File: src/rtl/fifo_ptr_sched.sv
// fifo_ptr_sched: pointer, occupancy and request scheduler for a FIFO whose
// storage is two single-port RAM banks selected by address LSB. The memory
// controller defers a write by one cycle on a same-bank read/write collision;
// this block mirrors that deferred write so it never targets a busy bank.
module fifo_ptr_sched #(
  parameter int WIDTH = 4
) (
  input  logic             clk,
  input  logic             rst_n,
  input  logic             wr_req,
  input  logic [31:0]      wr_data,
  output logic             wr_ack,
  input  logic             rd_req,
  output logic             rd_ack,
  output logic             rd_data_valid,
  output logic             rd_bank,
  output logic             WE_N,
  output logic             RE_N,
  output logic [WIDTH-1:0] W_ADR,
  output logic [WIDTH-1:0] R_ADR,
  output logic [31:0]      DI,
  output logic [WIDTH:0]   count,
  output logic             full,
  output logic             empty,
  output logic             pend,
  output logic             pend_bank
);

  localparam int DEPTH = 1 << WIDTH;

  logic [WIDTH-1:0] wr_ptr_reg;
  logic [WIDTH-1:0] rd_ptr_reg;
  logic [WIDTH:0]   count_reg;
  logic [WIDTH:0]   count_next;
  logic             pend_reg;
  logic             pend_bank_reg;
  logic             rd_data_valid_reg;
  logic             rd_bank_reg;

  logic             wr_bank;
  logic             rd_bank_now;
  logic             full_int;
  logic             empty_int;
  logic             wr_ok;
  logic             rd_ok;
  logic             collision;
  logic [1:0]       bank_blocked;

  // A bank is off-limits while the controller still holds a deferred write for it.
  genvar gi;
  generate
    for (gi = 0; gi < 2; gi++) begin : g_bank
      assign bank_blocked[gi] = pend_reg & (pend_bank_reg == 1'(gi));
    end
  endgenerate

  assign wr_bank     = wr_ptr_reg[0];
  assign rd_bank_now = rd_ptr_reg[0];

  // Status comes from the registered count, i.e. start-of-cycle occupancy,
  // so a simultaneous pop never frees room for a push (and vice versa).
  assign full_int  = (count_reg == (WIDTH+1)'(DEPTH));
  assign empty_int = (count_reg == '0);

  // rst_n gates the acks so no strobe reaches the controller during reset.
  assign wr_ok = rst_n & wr_req & ~full_int  & ~bank_blocked[wr_bank];
  assign rd_ok = rst_n & rd_req & ~empty_int & ~bank_blocked[rd_bank_now];

  // Same-bank pair: the controller serves the read and parks the write.
  assign collision = wr_ok & rd_ok & (wr_bank == rd_bank_now);

  assign wr_ack        = wr_ok;
  assign rd_ack        = rd_ok;
  assign WE_N          = wr_ok;
  assign RE_N          = rd_ok;
  assign W_ADR         = wr_ptr_reg;
  assign R_ADR         = rd_ptr_reg;
  assign DI            = wr_data;
  assign count         = count_reg;
  assign full          = full_int;
  assign empty         = empty_int;
  assign pend          = pend_reg;
  assign pend_bank     = pend_bank_reg;
  assign rd_data_valid = rd_data_valid_reg;
  assign rd_bank       = rd_bank_reg;

  // Occupancy moves only when exactly one side is accepted.
  always_comb begin
    count_next = count_reg;
    case ({wr_ok, rd_ok})
      2'b10:   count_next = count_reg + 1'b1;
      2'b01:   count_next = count_reg - 1'b1;
      default: count_next = count_reg;
    endcase
  end

  // Pointer, occupancy, deferred-write mirror and read-data tracking state.
  always_ff @(posedge clk) begin
    if (!rst_n) begin
      wr_ptr_reg        <= '0;
      rd_ptr_reg        <= '0;
      count_reg         <= '0;
      pend_reg          <= 1'b0;
      pend_bank_reg     <= 1'b0;
      rd_data_valid_reg <= 1'b0;
      rd_bank_reg       <= 1'b0;
    end else begin
      if (wr_ok) begin
        wr_ptr_reg <= wr_ptr_reg + 1'b1;
      end
      if (rd_ok) begin
        rd_ptr_reg  <= rd_ptr_reg + 1'b1;
        rd_bank_reg <= rd_bank_now;
      end
      count_reg         <= count_next;
      pend_reg          <= collision;
      if (collision) begin
        pend_bank_reg <= wr_bank;
      end
      rd_data_valid_reg <= rd_ok;
    end
  end

endmodule

File: config.mk
export PLATFORM = sky130hd
export DESIGN_NAME = fifo_ptr_sched
export DESIGN_NICKNAME = d
export VERILOG_FILES = /design/src/rtl/fifo_ptr_sched.sv
export SDC_FILE = /design/constraint.sdc
export NUM_CORES = 1
export LEC_CHECK = 0
export CAP_MARGIN = 20
export CORE_MARGIN = 2
export CORE_UTILIZATION = 30
export CTS_CLUSTER_DIAMETER = 100
export DETAILED_ROUTE_END_ITERATION = 6
export PLACE_DENSITY = 0.72
export SYNTH_ARGS = -nofsm -noshare
export SYNTH_HDL_FRONTEND = slang
export SYNTH_SLANG_ARGS = --single-unit
File: constraint.sdc
create_clock -name clk -period 3 [get_ports clk]
set_input_delay 0.45 -clock clk [delete_from_list [all_inputs] [get_ports clk]]
set_output_delay 0.45 -clock clk [all_outputs]
set_load 0.02 [all_outputs]
==> impl_metrics.csv <==
group,metric,value,unit
outcome,outcome,"finished clean",
global_route,grt_use_met3,5.19,%
synth,post_synth_num_cell_types,37,
setup_path,path_class,"in2reg",
synth,sequential_to_total_area_share_from_yosys_stat,27.2,%
timing,slew_headroom,73.9,%
synth,synth.cells.most_frequent,"sky130_fd_sc_hd__buf_4, sky130_fd_sc_hd__dfxtp_1, sky130_fd_sc_hd__nand2_1, sky130_fd_sc_hd__inv_1, sky130_fd_sc_hd__nor2_1",
worst_hold_path,holdPathEnd,"R_ADR[2]$_SDFFE_PN0P_",
cells_and_area,area_delta_synth_final,12.2,%
synth,synth_enable_flop_cells,0,
floorplan,std_cell_rows,23,
setup_path,cell_chain_critical_path,"clkdlybuf4s50_1, inv_1, a221oi_1, nand2_1, ha_1, buf_4, ha_1, a21o_1, a21oi_1, or4b_2, nand3_1",
timing,report.final.setup_viol,0,
synth,synthArstFlopShare,0,%
cts,post_cts_resized,0,
placed_design,dpl.hpwl,1.83,mm
setup_path,critPathMostFrequentCell,"sky130_fd_sc_hd__ha_1",
timing,tightestPinTransition,0.388,ns
synth,synth.yosys.warnings,0,
synth,postSynthCellCount,152,
routing,via_cell_ratio,4.72,
cells_and_area,drive_above_1_share,10.6,%
cts,cts.clk_slew.worst_paths,0.07,ns
cells_and_area,fillerInstances,412,
timing,final_period_minus_worst_setup_slack,2.69,ns
global_route,grt_max_degree,24,
cells_and_area,num_antenna_cells,0,
setup_path,worst-r2r-setup-slack,0.33,ns
cts,clock_tree.root_cell,"sky130_fd_sc_hd__clkbuf_8",
synth,synth-main-ff-cell,"sky130_fd_sc_hd__dfxtp_1",
pwr,power-per-cell-area,467,nW/um^2
cts,worstSkewPairLatency,0.26,ns
cells_and_area,design.final.nets,196,
cts,cts_inserted_buffers,3,
setup_path,crit_required,3.20,ns
synth,synthTopCellsByArea,"sky130_fd_sc_hd__dfxtp_1, sky130_fd_sc_hd__buf_4, sky130_fd_sc_hd__ha_1",
global_route,first_global_vias,787,
setup_path,crit_slowest_cell,"sky130_fd_sc_hd__or4b_2",
routing,routed_wire_length_per_instance,11.8,um
pwr,power,0.656,mW
floorplan,die_width,68.6,um
global_route,grt_antenna_before_repair,0,
synth,post-synth-top-area-cell,"sky130_fd_sc_hd__dfxtp_1",
synth,synth_most_common_cell,"sky130_fd_sc_hd__buf_4",
setup_path,maximum_fanout_along_the_worst_path,4,
floorplan,fp.dieArea,4710,um^2
routing,finalWirelength,2.38,mm
cts,cts.hold.buffers_added,0,
run,cap_violations,0,
global_route,grt.met2_usage,15.3,%
timing,fin_setup_tns,0,ns
timing,period_share,89.6,%
floorplan,floorplan.core_area,4000,um^2
routing,drc_errors,0,
pwr,leakagePower,0.572,nW
routing,num_vias,949,
timing,skew,0.00285,ns
global_route,globalRouteOverflowTotal,0,
worst_hold_path,min_path_cells,2,
placed_design,post-place-cells,197,
setup_path,critical_path.reg2reg.startpoint,"count[0]$_SDFFE_PN0P_",
routing,drtPass1Iterations,4,
cts,tritoncts,"yes",
timing,slew_viol_final,0,
cts,post-cts-setup-buffer-count,0,
synth,mappedNetlistNets,196,
cells_and_area,largest_register_ffs,5,
cells_and_area,final_area,1410,um^2
setup_path,critPathLaunchType,"primary input",
timing,hold_ws,0.492,ns
synth,ffs_latches_synth,17,
synth,avgSynthCellArea,8.24,um^2
routing,ant_nets,0,
timing,finalHoldViolations,0,
floorplan,io_pins,91,
global_route,track_usage,11.2,%
routing,first_iter_violations,65,
timing,grt_setup_unrepaired,"false",
timing,max_frequency,372,MHz
setup_path,critPathCaptureType,"register",
placed_design,place_area,1360,um^2
worst_hold_path,hp-class,"reg2reg",
setup_path,worst_path_largest_cell_delay,0.60,ns
cells_and_area,instances_no_fill,201,
cts,cts_htree_levels,1,
cts,cts.sink_count,17,
placed_design,gp_congestion,0.815,
global_route,globalRoute.busiestLayer,"met1",
synth,post_synth_instance_area,1250,um^2
setup_path,rr_worst_depth,10,
setup_path,rr_endpoint,"count[3]$_SDFFE_PN0P_",
setup_path,worst_ep_arrival_time,2.89,ns
floorplan,chipHeight,68.6,um
global_route,routing_usage_on_met1,15.4,%
cts,cts_max_path_bufs,2,
worst_hold_path,holdCritStartpoint,"R_ADR[2]$_SDFFE_PN0P_",
synth,synth_top_cell_area_share,27.2,%
floorplan,initial_core_util,31.3,%
pwr,worst_ir_drop_vdd,201,uV
global_route,wire_length_of_the_first_global_routing_pass,3.83,mm
placed_design,numPortBuffers,26,
## per-layer routing
metal / vias to the layer above / part of all wire, %
met4: 0 / 0.97
met3: 7 / 9.9
li1: 475 / -
met2: 32 / 45
met1: 435 / 45
met5: - / 0
## worst max path at each step
stage,startpoint,end
finish,wr_req,count[3]$_SDFFE_PN0P_
detailed placement,wr_req,count[3]$_SDFFE_PN0P_
global placement,rd_req,count[4]$_SDFFE_PN0P_
CTS,wr_req,count[3]$_SDFFE_PN0P_
floorplan,R_ADR[0]$_SDFFE_PN0P_,count[4]$_SDFFE_PN0P_
global route,count[4]$_SDFFE_PN0P_,count[4]$_SDFFE_PN0P_
## critical path: cells and delay by family
| family | cells | cell delay, ns |
|---|---|---|
| AND/OR/NAND/NOR | 3 | 0.81 |
| buffers and inverters | 3 | 0.70 |
| AO/OA/AOI/OAI | 3 | 0.42 |
| adder cells (fa/ha/maj) | 2 | 0.49 |
## cells by family after synthesis
| logic type | share of synthesized area [%] |
|---|---|
| fa+ha+maj | 8.59 |
| xor+xnor | 3.50 |
| flops | 27.2 |
| buf+inv | 24.5 |
| mux | 3.20 |
| compound gates | 14.1 |
| simple gates | 19.0 |
## placed cells by master (no fill, tap or decap), drive strengths merged, types with 6 or more instances in the layout
| cell | instances |
|---|---|
| dfxtp | 17 |
| o21ai | 8 |
| nor2 | 8 |
| inv | 8 |
| and2 | 6 |
| clkdlybuf4s50 | 26 |
| nand2 | 14 |
| ha | 7 |
| nand3 | 6 |
| buf | 8 |
## final cells by class
cell class              instances  area [um^2]  area share [%]
well taps                      50         62.6            4.45
inverters                       8         30.0            2.14
clock inverters                 1         5.00           0.356
flip-flops and latches         17          340            24.2
multi-input cells              88          606            43.1
repair buffers                 34          320            22.8
clock buffers                   3         41.3            2.94
## metrics by stage
stage | utilization [%] | setup slack [ns]
after global routing | 35.1 | 0.169
after detailed placement | 34.0 | 0.0510
after global placement | 34.0 | 0.0752
final | 35.1 | 0.313
after floorplan | - | 0.0291
after CTS | 35.1 | 0.318
## power breakdown
part / switching (mW) / internal (mW)
logic: 0.113 / 0.108
clock network: 0.0849 / 0.0923
registers: 0.0169 / 0.241
total: 0.215 / 0.441
Power figures use the tool's default switching activity.
